$ cat src/rtl/regfile_pkg.sv
// regfile_pkg: shared clear-FSM state type and default geometry for the register file
package regfile_pkg;
  typedef enum logic [1:0] {IDLE, SWEEP, DONE} clr_state_t;
  localparam int DEF_DATA_W = 32;
  localparam int DEF_ADDR_W = 2;
endpackage

$ cat src/rtl/regfile_clear_seq.sv
// regfile_clear_seq: sequenced clear engine that sweeps every register to zero, one per cycle
module regfile_clear_seq import regfile_pkg::*; #(
  parameter int ADDR_W = DEF_ADDR_W
) (
  input  logic              clk,
  input  logic              reset,
  input  logic              clear_req,
  output logic              clear_busy,
  output logic              clear_done,
  output logic              idle,
  output logic              clr_en,
  output logic [ADDR_W-1:0] clr_idx
);
  localparam logic [ADDR_W-1:0] LAST = ADDR_W'((2 ** ADDR_W) - 1);
  clr_state_t state, state_nx;
  logic [ADDR_W-1:0] idx;
  // state and sweep index registers; index is held at zero outside the sweep so every sweep starts at 0
  always_ff @(posedge clk or posedge reset)
    if (reset) begin
      state <= IDLE;
      idx   <= '0;
    end else begin
      state <= state_nx;
      idx   <= (state == SWEEP) ? idx + 1'b1 : '0;
    end
  // next state: request starts a sweep, last index ends it, done lasts a single cycle
  always_comb
    state_nx = (state == IDLE)  ? (clear_req ? SWEEP : IDLE) :
               (state == SWEEP) ? ((idx == LAST) ? DONE : SWEEP) : IDLE;
  // Moore outputs decoded from the current state
  always_comb begin
    clear_busy = (state == SWEEP);
    clear_done = (state == DONE);
    idle       = (state == IDLE);
    clr_en     = (state == SWEEP);
    clr_idx    = idx;
  end
endmodule

$ cat src/rtl/regfile_param.sv
// regfile_param: parametrised 2R/1W register file with clear engine; REGFILE_BYPASS_EN adds same-cycle write-to-read forwarding
module regfile_param import regfile_pkg::*; #(
  parameter int DATA_W    = DEF_DATA_W,
  parameter int ADDR_W    = DEF_ADDR_W,
  parameter int ZERO_REG0 = 0
) (
  input  logic              clk,
  input  logic              reset,
  input  logic              RegWrite,
  input  logic [ADDR_W-1:0] WriteReg,
  input  logic [DATA_W-1:0] WriteData,
  input  logic [ADDR_W-1:0] ReadReg1,
  input  logic [ADDR_W-1:0] ReadReg2,
  output logic [DATA_W-1:0] ReadData1,
  output logic [DATA_W-1:0] ReadData2,
  input  logic              clear_req,
  output logic              clear_busy,
  output logic              clear_done
);
  localparam int DEPTH = 2 ** ADDR_W;
  logic [DATA_W-1:0] regs [DEPTH];
  logic              idle, clr_en, wr_ok;
  logic [ADDR_W-1:0] clr_idx;
  regfile_clear_seq #(.ADDR_W(ADDR_W)) u_clr (
    .clk        (clk),
    .reset      (reset),
    .clear_req  (clear_req),
    .clear_busy (clear_busy),
    .clear_done (clear_done),
    .idle       (idle),
    .clr_en     (clr_en),
    .clr_idx    (clr_idx)
  );
  // a write is accepted only while the clear engine is idle and never to a hardwired-zero register 0
  always_comb wr_ok = RegWrite && idle && !(ZERO_REG0 != 0 && WriteReg == '0);
  // storage: sweep clear and writes are mutually exclusive because writes need the engine idle
  always_ff @(posedge clk or posedge reset)
    if (reset) begin
      for (int i = 0; i < DEPTH; i++) regs[i] <= '0;
    end else if (clr_en) begin
      regs[clr_idx] <= '0;
    end else if (wr_ok) begin
      regs[WriteReg] <= WriteData;
    end
  // combinational read ports with optional forwarding of the accepted write
  always_comb begin
    ReadData1 = (ZERO_REG0 != 0 && ReadReg1 == '0) ? '0 : regs[ReadReg1];
    ReadData2 = (ZERO_REG0 != 0 && ReadReg2 == '0) ? '0 : regs[ReadReg2];
`ifdef REGFILE_BYPASS_EN
    if (wr_ok && WriteReg == ReadReg1) ReadData1 = WriteData;
    if (wr_ok && WriteReg == ReadReg2) ReadData2 = WriteData;
`endif
  end
endmodule

$ cat config.mk
export PLATFORM = sky130hd
export DESIGN_NAME = regfile_param
export DESIGN_NICKNAME = d
export VERILOG_FILES = /design/src/rtl/regfile_pkg.sv /design/src/rtl/regfile_clear_seq.sv /design/src/rtl/regfile_param.sv
export SDC_FILE = /design/constraint.sdc
export NUM_CORES = 1
export LEC_CHECK = 0
export CAP_MARGIN = 15
export CORE_ASPECT_RATIO = 1.2
export CORE_UTILIZATION = 40
export DETAILED_ROUTE_END_ITERATION = 8
export MAX_ROUTING_LAYER = met4
export PLACE_DENSITY = 0.68
export SYNTH_ARGS = -nofsm -noshare
export SYNTH_HDL_FRONTEND = slang
export SYNTH_SLANG_ARGS = --single-unit
$ cat constraint.sdc
create_clock -name clk -period 11 [get_ports clk]
set_input_delay 2.2 -clock clk [delete_from_list [all_inputs] [get_ports clk]]
set_output_delay 2.2 -clock clk [all_outputs]
set_load 0.005 [all_outputs]
==> out/summary.md, run 1 <==
The post-synthesis cell type count is 23. The repair_antennas step left the layout with diodes totalling 0. The clock reaches the later pin of the worst-skew pair after 420 ps. Number of buffers inserted during clock tree synthesis: 17. STA puts the critical path data required time at 8800 ps. Detailed routing inserted a total of 4656 vias.

For the remaining max-slew budget at the tightest pin, the log shows 34.8%. The synthesized netlist cell count is 437. The post-cts sizing count was 0; the area added between synthesis and finish was 26.4%. The H-tree was split into 4 levels.

The via count normalized by instance count works out to 6.26. The worst hold path begins at u_clr.clr_idx[0]. Part of the cycle the worst path needs: 57.0%.

The cell area power density came out at 260 nW/um2. No sink is reached through more buffers than the 2 on the longest clock path. The tool flagged a number of max-cap violations equal to 0. The endpoint of the worst setup timing path was ReadData2[31]. Port buffering added 107 buffers. The area of the mapped netlist was 6460 um2. Global routing used 29.4% of the available met1 tracks. Post-CTS timing repair inserted 0 buffers for setup. The final routed wirelength across all metal layers is 17900 um, and the boundary pin count is 108. Summed over all instances, the cell type with the most area after synthesis is dfrtp_1.

The slack of the worst reg-to-reg path was 9020 ps; the sequential power share was 37.5%. The tools report the critical register-to-register path endpoint as regs[14]. The run finished with clean final reports.

In the routed design, unresolved DRC markers number 0. Net switching is 32.6% of the power. The internal portion of the total power is 1430 uW.

For the worst setup path, the data arrival time is 4070 ps. The clock arrives with 6.95 ps of skew. The number of hold buffers added after CTS came out at 0. The root buffer cell chosen for the clock tree is clkbuf_16. The combinational group share of total power was 36.7%; the remaining number of nets flagged by the antenna check after routing was 0. The Yosys step of the flow raised 0 warnings. The tools report the initial standard-cell utilization of the core as 41.2%. The launching element of the worst setup path is ReadReg2[1]. The type of the setup path with the least slack was in2out. The tools report the placer congestion estimate as 0.729. The analysis attributes to net switching a power of 692 uW. Number of failing hold endpoints at the final stage: 0.

The number of cells on the worst reg-to-reg path is 3. Derived from the worst setup path, the maximum achievable clock frequency is 159 MHz. The power share of the clock group came out at 25.9%. Maximum fanout encountered on the critical timing path: 32.

TritonCTS built the clock tree. In this run the critical register-to-register path is launched from u_clr.state[1]. The logs give 50 for the number of cell rows and 0 for the number of setup violations in the final report. The transition time at the pin with the least slew margin is 977 ps, and the maximum vdd ir drop is 104 uV.

The average detailed-routed wire length per instance is 24.1 um, and the number of nets at the end of the flow is 571. For the post-route setup TNS, the log shows 0 ps. The DRC marker count from the first detailed-route iteration was 278; the number of antenna violations at the first check in global routing was 0. After floorplanning, the core was sized to cover 15700 um2. Dividing the synthesized area by the synthesized cell count gives 14.8 um2.

Counting I/O delays and the setup requirement, the final critical path takes 6270 ps. Summing internal, switching and leakage power gives 2120 uW. Detailed placement finished with a half-perimeter wire length of 10000 um. The via count of the first global-routing pass was 5062; the die width was 118 um. At the end of the flow the core is filled with cells to 52.0%. The die covers 16700 um2.

After synthesis the netlist holds a flip-flop and latch count of 132. By area the synthesized netlist is led by dfrtp_1 51%, mux4_2 22%, o2bb2ai_1 17%, nand2_1 2.2%, clkbuf_1 1.0%. Setup repair after global routing left no endpoint under its margin.

Leaving out fill and tap cells, the most frequent cell in the layout is dfrtp_1. The total nets after synthesis is 483. For the leftover overflow at the end of global routing, the log shows 0.

For this design the static power due to leakage is 0.00325 uW. The layer with the highest usage was met2. The first detailed-routing pass took 5 iterations. Sequential elements use 51.1% of the synthesized area. The top cell types in the final layout, fill and taps aside, are 132 x dfrtp_1, 128 x o2bb2ai_1, 103 x clkdlybuf4s50_1, 64 x mux4_2, 38 x nand2_1. The startpoint class of the critical path is an input port.

Floorplan die height: 141 um. The clock drives 132 sinks. The worst hold path class was reg2reg. Global routing used 23.5% of the available tracks. The tools report the final number of max-transition violations as 0. Entering global routing, the biggest net connects 77 pins. The endpoint type of the worst setup path is an output port. The clock transition at the registers of the reported paths is 50 ps, and the met2 routing resource usage after global routing is 38.5%.

Cells with a size suffix above 1 make up 20.0% of the layout. The first global-routing pass estimated 28700 um of wire. For met3 alone, demand over resource in global routing was 4.29%.

The area fraction of the dominant cell type after synthesis is 51.1%.
==> cells by family after synthesis <==
| logic type | Yosys count | share of synthesized area, % |
|---|---|---|
| AND/OR/NAND/NOR | 53 | 3.76 |
| AO/OA/AOI/OAI | 132 | 17.8 |
| buffers and inverters | 51 | 4.07 |
| multiplexers | 65 | 22.5 |
| adder cells (fa/ha/maj) | 4 | 0.774 |
| flip-flops | 132 | 51.1 |
==> metrics by stage <==
step	instance area (um2)	worst slack [ps]	cells	hold slack, ps
after floorplan	6460	5270	437	456
after global placement	7600	4750	714	480
final	8170	4730	744	488
after global routing	8170	4690	744	518
after detailed placement	7600	4740	714	487
after CTS	8170	4740	744	494
==> power groups by stage <==
| stage | combinational (uW) | clock (uW) | sequential [uW] |
|---|---|---|---|
| finish | 778 | 549 | 795 |
| global route | 831 | 579 | 814 |
| CTS | 785 | 556 | 788 |
| detailed placement | 780 | 0 | 791 |
| global placement | 765 | 0 | 774 |
| floorplan | 492 | 0 | 744 |
==> metal layers <==
layer | vias to the layer above | part of all wire (%)
met5 | - | 0
met4 | 0 | 1.5
met3 | 29 | 4.9
met2 | 177 | 51
met1 | 2505 | 43
li1 | 1945 | -
==> layout make-up <==
type,count,area (um2)
Clock inverter,5,75.1
Tap cell,208,260
Clock buffer,25,485
Multi-Input combinational cell,254,2910
Inverter,5,21.3
Timing Repair Buffer,115,1110
Fill cell,1309,7540
Sequential cell,132,3300
==> cells in the mapped netlist <==
| cell | count |
|---|---|
| nand4b_1 | 1 |
| or4b_1 | 1 |
| mux4_2 | 64 |
| a21o_2 | 1 |
| nand4bb_1 | 2 |
| a21o_1 | 3 |
| o2bb2ai_1 | 128 |
| nor2_1 | 4 |
| clkbuf_1 | 18 |
| nor2b_1 | 2 |
| nand2_1 | 38 |
| buf_2 | 9 |
| nand2b_1 | 1 |
| inv_1 | 5 |
| and2_1 | 1 |
| buf_6 | 5 |
| and2b_2 | 1 |
| dfrtp_1 | 132 |
| mux2i_1 | 1 |
| buf_1 | 8 |
| ha_1 | 4 |
| nand3_1 | 2 |
| buf_4 | 6 |
==> worst min path at each step <==
stage                       end  slack, ps  cells after the start
4_1_cts        u_clr.clr_idx[0]        490                      1
3_5_place_dp   u_clr.clr_idx[0]        490                      1
5_1_grt        u_clr.clr_idx[0]        520                      1
3_3_place_gp   u_clr.clr_idx[0]        480                      1
2_1_floorplan  u_clr.clr_idx[0]        460                      1
6_report       u_clr.clr_idx[0]        490                      1
==> registers in the layout (all words and copies together), names as in the netlist <==
signal,cells
u_clr.clr_idx,2
regs,128
u_clr.state,2
==> critical path: stages <==
cell and delay (ps):
buf_2 720, mux4_2 660, clkdlybuf4s50_1 480
No activity file was read; power rests on OpenSTA's default activity.
==> inputs of run 2 (changes only) <==
==> constraint.sdc (replaced) <==
create_clock -name clk -period 6 [get_ports clk]
set_input_delay 1.2 -clock clk [delete_from_list [all_inputs] [get_ports clk]]
set_output_delay 1.2 -clock clk [all_outputs]
set_load 0.005 [all_outputs]
==> out/summary.md, run 2 (synthesis results as in run 1) <==
The number of setup buffers added after CTS is 0. The final setup skew was 8.95 ps. The run gives 0 as the remaining number of nets flagged by the antenna check after routing. The detailed-router iteration count before antenna repair is 4, and the die width is 118 um. The cell depth of the worst min-delay path was 1; the number of buffers inserted during clock tree synthesis was 17. Clock-pin slew was measured on the worst setup and hold paths at 60 ps. The share of total power dissipated in the clock network is 25.4%. Headroom to the max-slew limit came out at 35.3%.

For the final routed wirelength across all metal layers, the log shows 17800 um. Entering global routing, the biggest net connects 94 pins. For the highest clock rate, the log shows 222 MHz. The run gives 0 as the number of hold buffers added after CTS. The library cell used as clock root buffer is clkbuf_16. The number of fill cells was 1328; the total die area was 16700 um2. The tool flagged a number of max-cap violations equal to 0.

The first global-routing pass estimated 28200 um of wire. STA classifies the critical path startpoint as an input port. The leakage power came out at 0.00326 uW. VDD sags by at most 176 uV. The post-route setup TNS was 0 ps; the final total power was 3860 uW. The count of cells in the finished layout, fillers not included, comes to 747. The tools report the detailed-route via count as 4663. The cell area power density is 471 nW/um2.

At the end of routability-driven placement, the weighted congestion stood at 0.748. The combinational group share of total power is 36.7%. The worst hold path class is reg2reg. The initial standard-cell utilization of the core is 41.2%, and the number of nets at the end of the flow is 572.

Setup repair after global routing left no endpoint under its margin. Count of buffers inserted at the top-level ports: 107. The maximum fanout encountered on the critical timing path is 23, and the sink count of the clock tree is 132.

The repair_antennas step left the layout with diodes totalling 0. The global-route usage over all layers was 23.0%; the via count of the first global-routing pass was 5012. In this run the power spent charging and discharging nets is 1300 uW. For the number of cells after detailed placement, the log shows 714. Hold is met by 499 ps.

The first routing iteration left 280 violations. The flip-flop count of the largest register, all copies and words added is 128, and the area of combinational cells with multiple inputs is 2910 um2. The floorplan die height was 141 um. The required time of the critical path was 4800 ps. Number of antenna violations at the first check in global routing: 0. The run gives 0 as the final number of max-transition violations. At the later pin of the worst-skew pair, clock insertion delay measures 410 ps.

The core region is 15700 um2. Global routing finished with a remaining overflow of 0. Ranked by flip-flop count, first place goes to regs. The worst setup path is captured at an output port.

The clock passes through at most 2 buffers. Dividing the detail-routed via count by the number of cells gives 6.24. Internal power comes to 2560 uW. The number of remaining DRC errors was 0; the number of failing hold endpoints at the final stage was 0. The number of cells on the worst reg-to-reg path is 3. The H-tree was split into 4 levels. Minimum period implied by the final worst setup slack: 4500 ps. The boundary pin count is 108. Leaving out fill and tap cells, the most frequent cells in the layout are 132 x dfrtp_1, 128 x o2bb2ai_1, 103 x clkdlybuf4s50_1, 64 x mux4_2, 38 x nand2_1.

At the pin with the least slew margin, the transition time is 971 ps. The final critical path takes up 74.9% of the cycle. Ratio of cells with drive above 1 in the final layout: 21.3%. The type of the setup path with the least slack is in2out. The post-cts sizing count was 0; the area added between synthesis and finish was 26.7%. In this run, flip-flops and latches consume 37.9% of the power.

The library cell used most frequently in the layout, excluding fill and tap cells, is dfrtp_1. The flow ran to the end, and the final reports show no timing, DRC or antenna violations. The wire-length estimate of the detail-placed layout is 10200 um. The average detailed-routed wire length per instance works out to 23.8 um. The run gives 3300 um2 as the area taken by flip-flops and latches. At the worst endpoint, the arrival time is 3300 ps.

The switching power share of the total came out at 33.7%. TritonCTS built the clock tree. The number of setup violations in the final report was 0. The number of cell rows came out at 50.
[run 2: cell types whose count changed in the layout (fill, tap and decap cells not counted)]
cell / delta
buf_16: +1
bufinv_16: -1
clkbuf_1: -5
clkbuf_8: -3
clkinv_2: +2
clkinv_4: +5
clkinvlp_4: +1
inv_6: +3
[run 2: worst paths after layout]
check	from	endpoint	slack [ps]
worst min-delay path	u_clr.clr_idx[0]	u_clr.clr_idx[0]	500
max in group asynchronous	reset	regs[94]	3830
worst max register to register	u_clr.state[1]	regs[18]	4070
worst max-delay path	ReadReg2[0]	ReadData2[29]	1500
min in group asynchronous	reset	regs[2]	1210
worst min register to register	u_clr.clr_idx[0]	u_clr.clr_idx[0]	500
[run 2: final cells by class]
type                       instances  area share [%]
sequential                       132            40.3
inverter                           5           0.260
tap                              208            3.18
multi-input combinational        254            35.5
clock inverter                    15            1.62
timing repair buffer             116            13.9
clock buffer                      17            5.19
[run 2: power groups by stage]
stage	registers [uW]	clock network (uW)	logic [uW]
2_1_floorplan	1360	0	902
3_3_place_gp	1430	0	1400
3_5_place_dp	1450	0	1420
4_1_cts	1450	992	1420
5_1_grt	1500	1030	1510
6_report	1460	980	1410
[run 2: per-stage QoR]
step	instance area (um2)	setup slack [ps]	utilization, %
floorplan	6460	1270	-
global placement	7600	1510	48.4
detailed placement	7600	1450	48.4
CTS	8160	1460	52.0
global route	8190	1370	52.2
finish	8190	1500	52.2
[run 2: critical path, stage by stage]
cell and delay [ps]:
buf_2 670, buf_4 390, mux4_2 540, clkdlybuf4s50_1 480
[run 2: per-layer routing]
layer / part of all wire (%) / GRT usage [%]
met4: 1.3 / 7.29
met3: 5.7 / 3.88
met2: 50 / 37.3
met1: 43 / 29.6
met5: 0 / -
==> inputs of run 3 (changes only) <==
--- a/config.mk
+++ b/config.mk
@@ -10,7 +10,7 @@
 export CORE_UTILIZATION = 40
 export DETAILED_ROUTE_END_ITERATION = 8
 export MAX_ROUTING_LAYER = met4
-export PLACE_DENSITY = 0.68
+export PLACE_DENSITY = 0.7
 export SYNTH_ARGS = -nofsm -noshare
 export SYNTH_HDL_FRONTEND = slang
 export SYNTH_SLANG_ARGS = --single-unit
==> constraint.sdc (replaced) <==
create_clock -name clk -period 3.6 [get_ports clk]
set_input_delay 0.72 -clock clk [delete_from_list [all_inputs] [get_ports clk]]
set_output_delay 0.72 -clock clk [all_outputs]
set_load 0.005 [all_outputs]
==> out/summary.md, run 3 (synthesis results as in run 1) <==
The flow ran to the end, and the final reports show no timing, DRC or antenna violations. Combinational logic is responsible for 36.4% of the overall power. In the layout the commonest cells are 132 x dfrtp_1, 128 x o2bb2ai_1, 103 x clkdlybuf4s50_1, 64 x mux4_2, 38 x nand2_1. For the worst setup path, the data required time is 2880 ps.

The number of clock buffers added by TritonCTS is 17. Counting along the longest clock path gives a buffer depth of 2. For the data arrival at the endpoint of the critical path, the log shows 2310 ps. The worst hold path class is reg2reg. In this run the tightest slew margin relative to its limit is 43.7%.

The die width came out at 118 um. Relative to the synthesized area, the layout overhead comes to 28.8%. CTS built an H-tree with a depth of 4. The total die area was 16700 um2; the minimum period implied by the final worst setup slack was 3030 ps. The run gives 4350 uW as the internal power of the cells. For this run, design rule violations remaining after detail routing come to 0. The logs give 18100 um for the final routed wirelength across all metal layers and 0 for the number of hold buffers added after CTS. In this run the critical register-to-register path is launched from u_clr.state[1]. For this run, the post-layout net count is 579. The startpoint class of the critical path was an input port. In this run the cell area measured after placement is 7740 um2. The tools report the number of antenna violations at the first check in global routing as 0.

For the worst-skew pair, the clock arrives at the later sink with an insertion delay of 420 ps. The most critical setup path has its endpoint at ReadData1[11]. The run gives 10700 um as the HPWL after detailed placement. The pre-CTS worst setup slack came out at 547 ps. The leakage power was 0.00331 uW. The logs give 0 for the number of setup violations in the final report and 41.2% for the initial standard-cell utilization of the core. The slack of the worst reg-to-reg path is 1650 ps, and the number of cells on the worst reg-to-reg path is 4. Detailed-route via count: 4687. The number of failing hold endpoints at the final stage was 0.

The critical register-to-register path endpoint is regs[10]. The worst setup slack after layout is 571 ps. Once layout is complete, the cells apart from fillers number 754. The global-route wire length before repair is 28700 um. The library cell used as clock root buffer is clkbuf_16.

In this run the tool buffered the top-level ports with 107 buffer cells. The cell at the slowest stage of the critical path is mux4_2. The run gives 0 as the buffer count from post-CTS setup fixing. The analysis attributes to net switching a power of 2150 uW. For this run, the top clock speed supported by timing is 330 MHz. For this block, the initial DRC count from the detailed router was 386. For the sink count of the clock tree, the log shows 132. The total area inside the core boundary comes to 15700 um2.

Setup repair after global routing left no endpoint under its margin. Net switching is 33.1% of the power. The via count of the first global-routing pass came out at 5056. Including well taps, the total number of placed cells is 722. The share of total power dissipated in the clock network is 25.9%. Pin placement for this block handled 108 I/O pins. The most common cell after layout, fill and taps aside was dfrtp_1. After detailed routing, the number of vias per cell comes to 6.22. For the pin with the worst max-slew slack, the measured transition is 845 ps. The filler cells instantiated in the layout total 1320. The repair_antennas step left the layout with diodes totalling 0. For this design the ratio of total power to cell area is 781 nW/um2. The number of gates resized after CTS was 0. Walking the worst path, the cells encountered are buf_2 -> buf_12 -> mux4_2 -> clkdlybuf4s50_1.

The maximum fanout encountered on the critical timing path is 16, and the worst hold slack is 496 ps. The tools report the endpoint type of the worst setup path as an output port. The detailed-router iteration count before antenna repair was 5.

Global routing used 23.6% of the available tracks across all layers. The run gives 0 ps as the post-route setup TNS. For the final number of max-transition violations, the log shows 0.

The critical path starts at ReadReg1[0]. The number of max-cap violations was 0; the leftover overflow at the end of global routing was 0. TritonCTS built the clock tree.

The count of nets left with antenna violations once routing finished came out at 0. The post-route netlist has 22.2% of its cells at a drive strength greater than 1. Top register by number of flip-flops: regs. The floorplan die height was 141 um; the delay of the slowest cell on the worst path was 520 ps. The logs give 37.7% for the sequential power share and 8320 um2 for the post-route cell area. Dividing the detail-routed wire length by the instance count gives 24.0 um. The congestion estimate from routability-driven global placement came to 0.810. The register with the most flip-flops in the layout has 128 of them.

The part of the cycle the worst path needs was 84.2%; the clock transition at the registers of the reported paths was 50 ps. The number of cell rows was 50. Across the VDD grid, the largest voltage drop is 403 uV.

The critical path is of the in2out type. The largest net degree at the start of global routing came out at 133. The final setup skew is 5.00 ps.
[run 3: cell types whose count changed in the layout (fill, tap and decap cells not counted), moves of 2 or more]
cell	change
clkinv_4	-5
clkbuf_8	+4
clkinv_2	-3
buf_12	+6
buf_4	+2
clkinvlp_4	+4
[run 3: how the worst min path moves through the flow]
| stage | startpoint | to | cells after the start |
|---|---|---|---|
| after CTS | u_clr.clr_idx[0] | u_clr.clr_idx[0] | 1 |
| after detailed placement | regs[54] | regs[54] | 1 |
| final | u_clr.clr_idx[0] | u_clr.clr_idx[0] | 1 |
| after floorplan | u_clr.clr_idx[0] | u_clr.clr_idx[0] | 1 |
| after global placement | u_clr.clr_idx[0] | u_clr.clr_idx[0] | 1 |
| after global routing | regs[54] | regs[54] | 1 |
[run 3: per-stage QoR]
step	utilization (%)	total power (uW)
2_1_floorplan	-	3780
3_3_place_gp	49.3	4730
3_5_place_dp	49.3	4820
4_1_cts	53.0	6540
5_1_grt	53.0	6820
6_report	53.0	6500
[run 3: cell type report]
cell class | count | area, um2 | share of cell area [%]
sequential | 132 | 3300 | 39.7
multi-input combinational | 254 | 2910 | 35.0
clock inverter | 10 | 96.3 | 1.16
inverter | 5 | 22.5 | 0.271
timing repair buffer | 123 | 1250 | 15.0
tap | 208 | 260 | 3.13
clock buffer | 22 | 484 | 5.82
[run 3: power groups by stage]
stage	logic (uW)	registers (uW)	clock network (uW)
after floorplan	1500	2270	0
after global placement	2330	2400	0
after detailed placement	2370	2440	0
after CTS	2390	2430	1710
after global routing	2540	2510	1770
final	2370	2450	1680
[run 3: layer usage]
metal / GRT usage (%) / vias up / wire, um
met5: - / - / 0
li1: - / 1966 / -
met2: 38.1 / 188 / 9200
met1: 29.6 / 2507 / 7520
met4: 8.91 / 0 / 305
met3: 4.49 / 26 / 1040
[run 3: critical path: cells and delay by family]
kind / cells / cell delay [ps]
buffers and inverters: 3 / 1060
muxes: 1 / 520
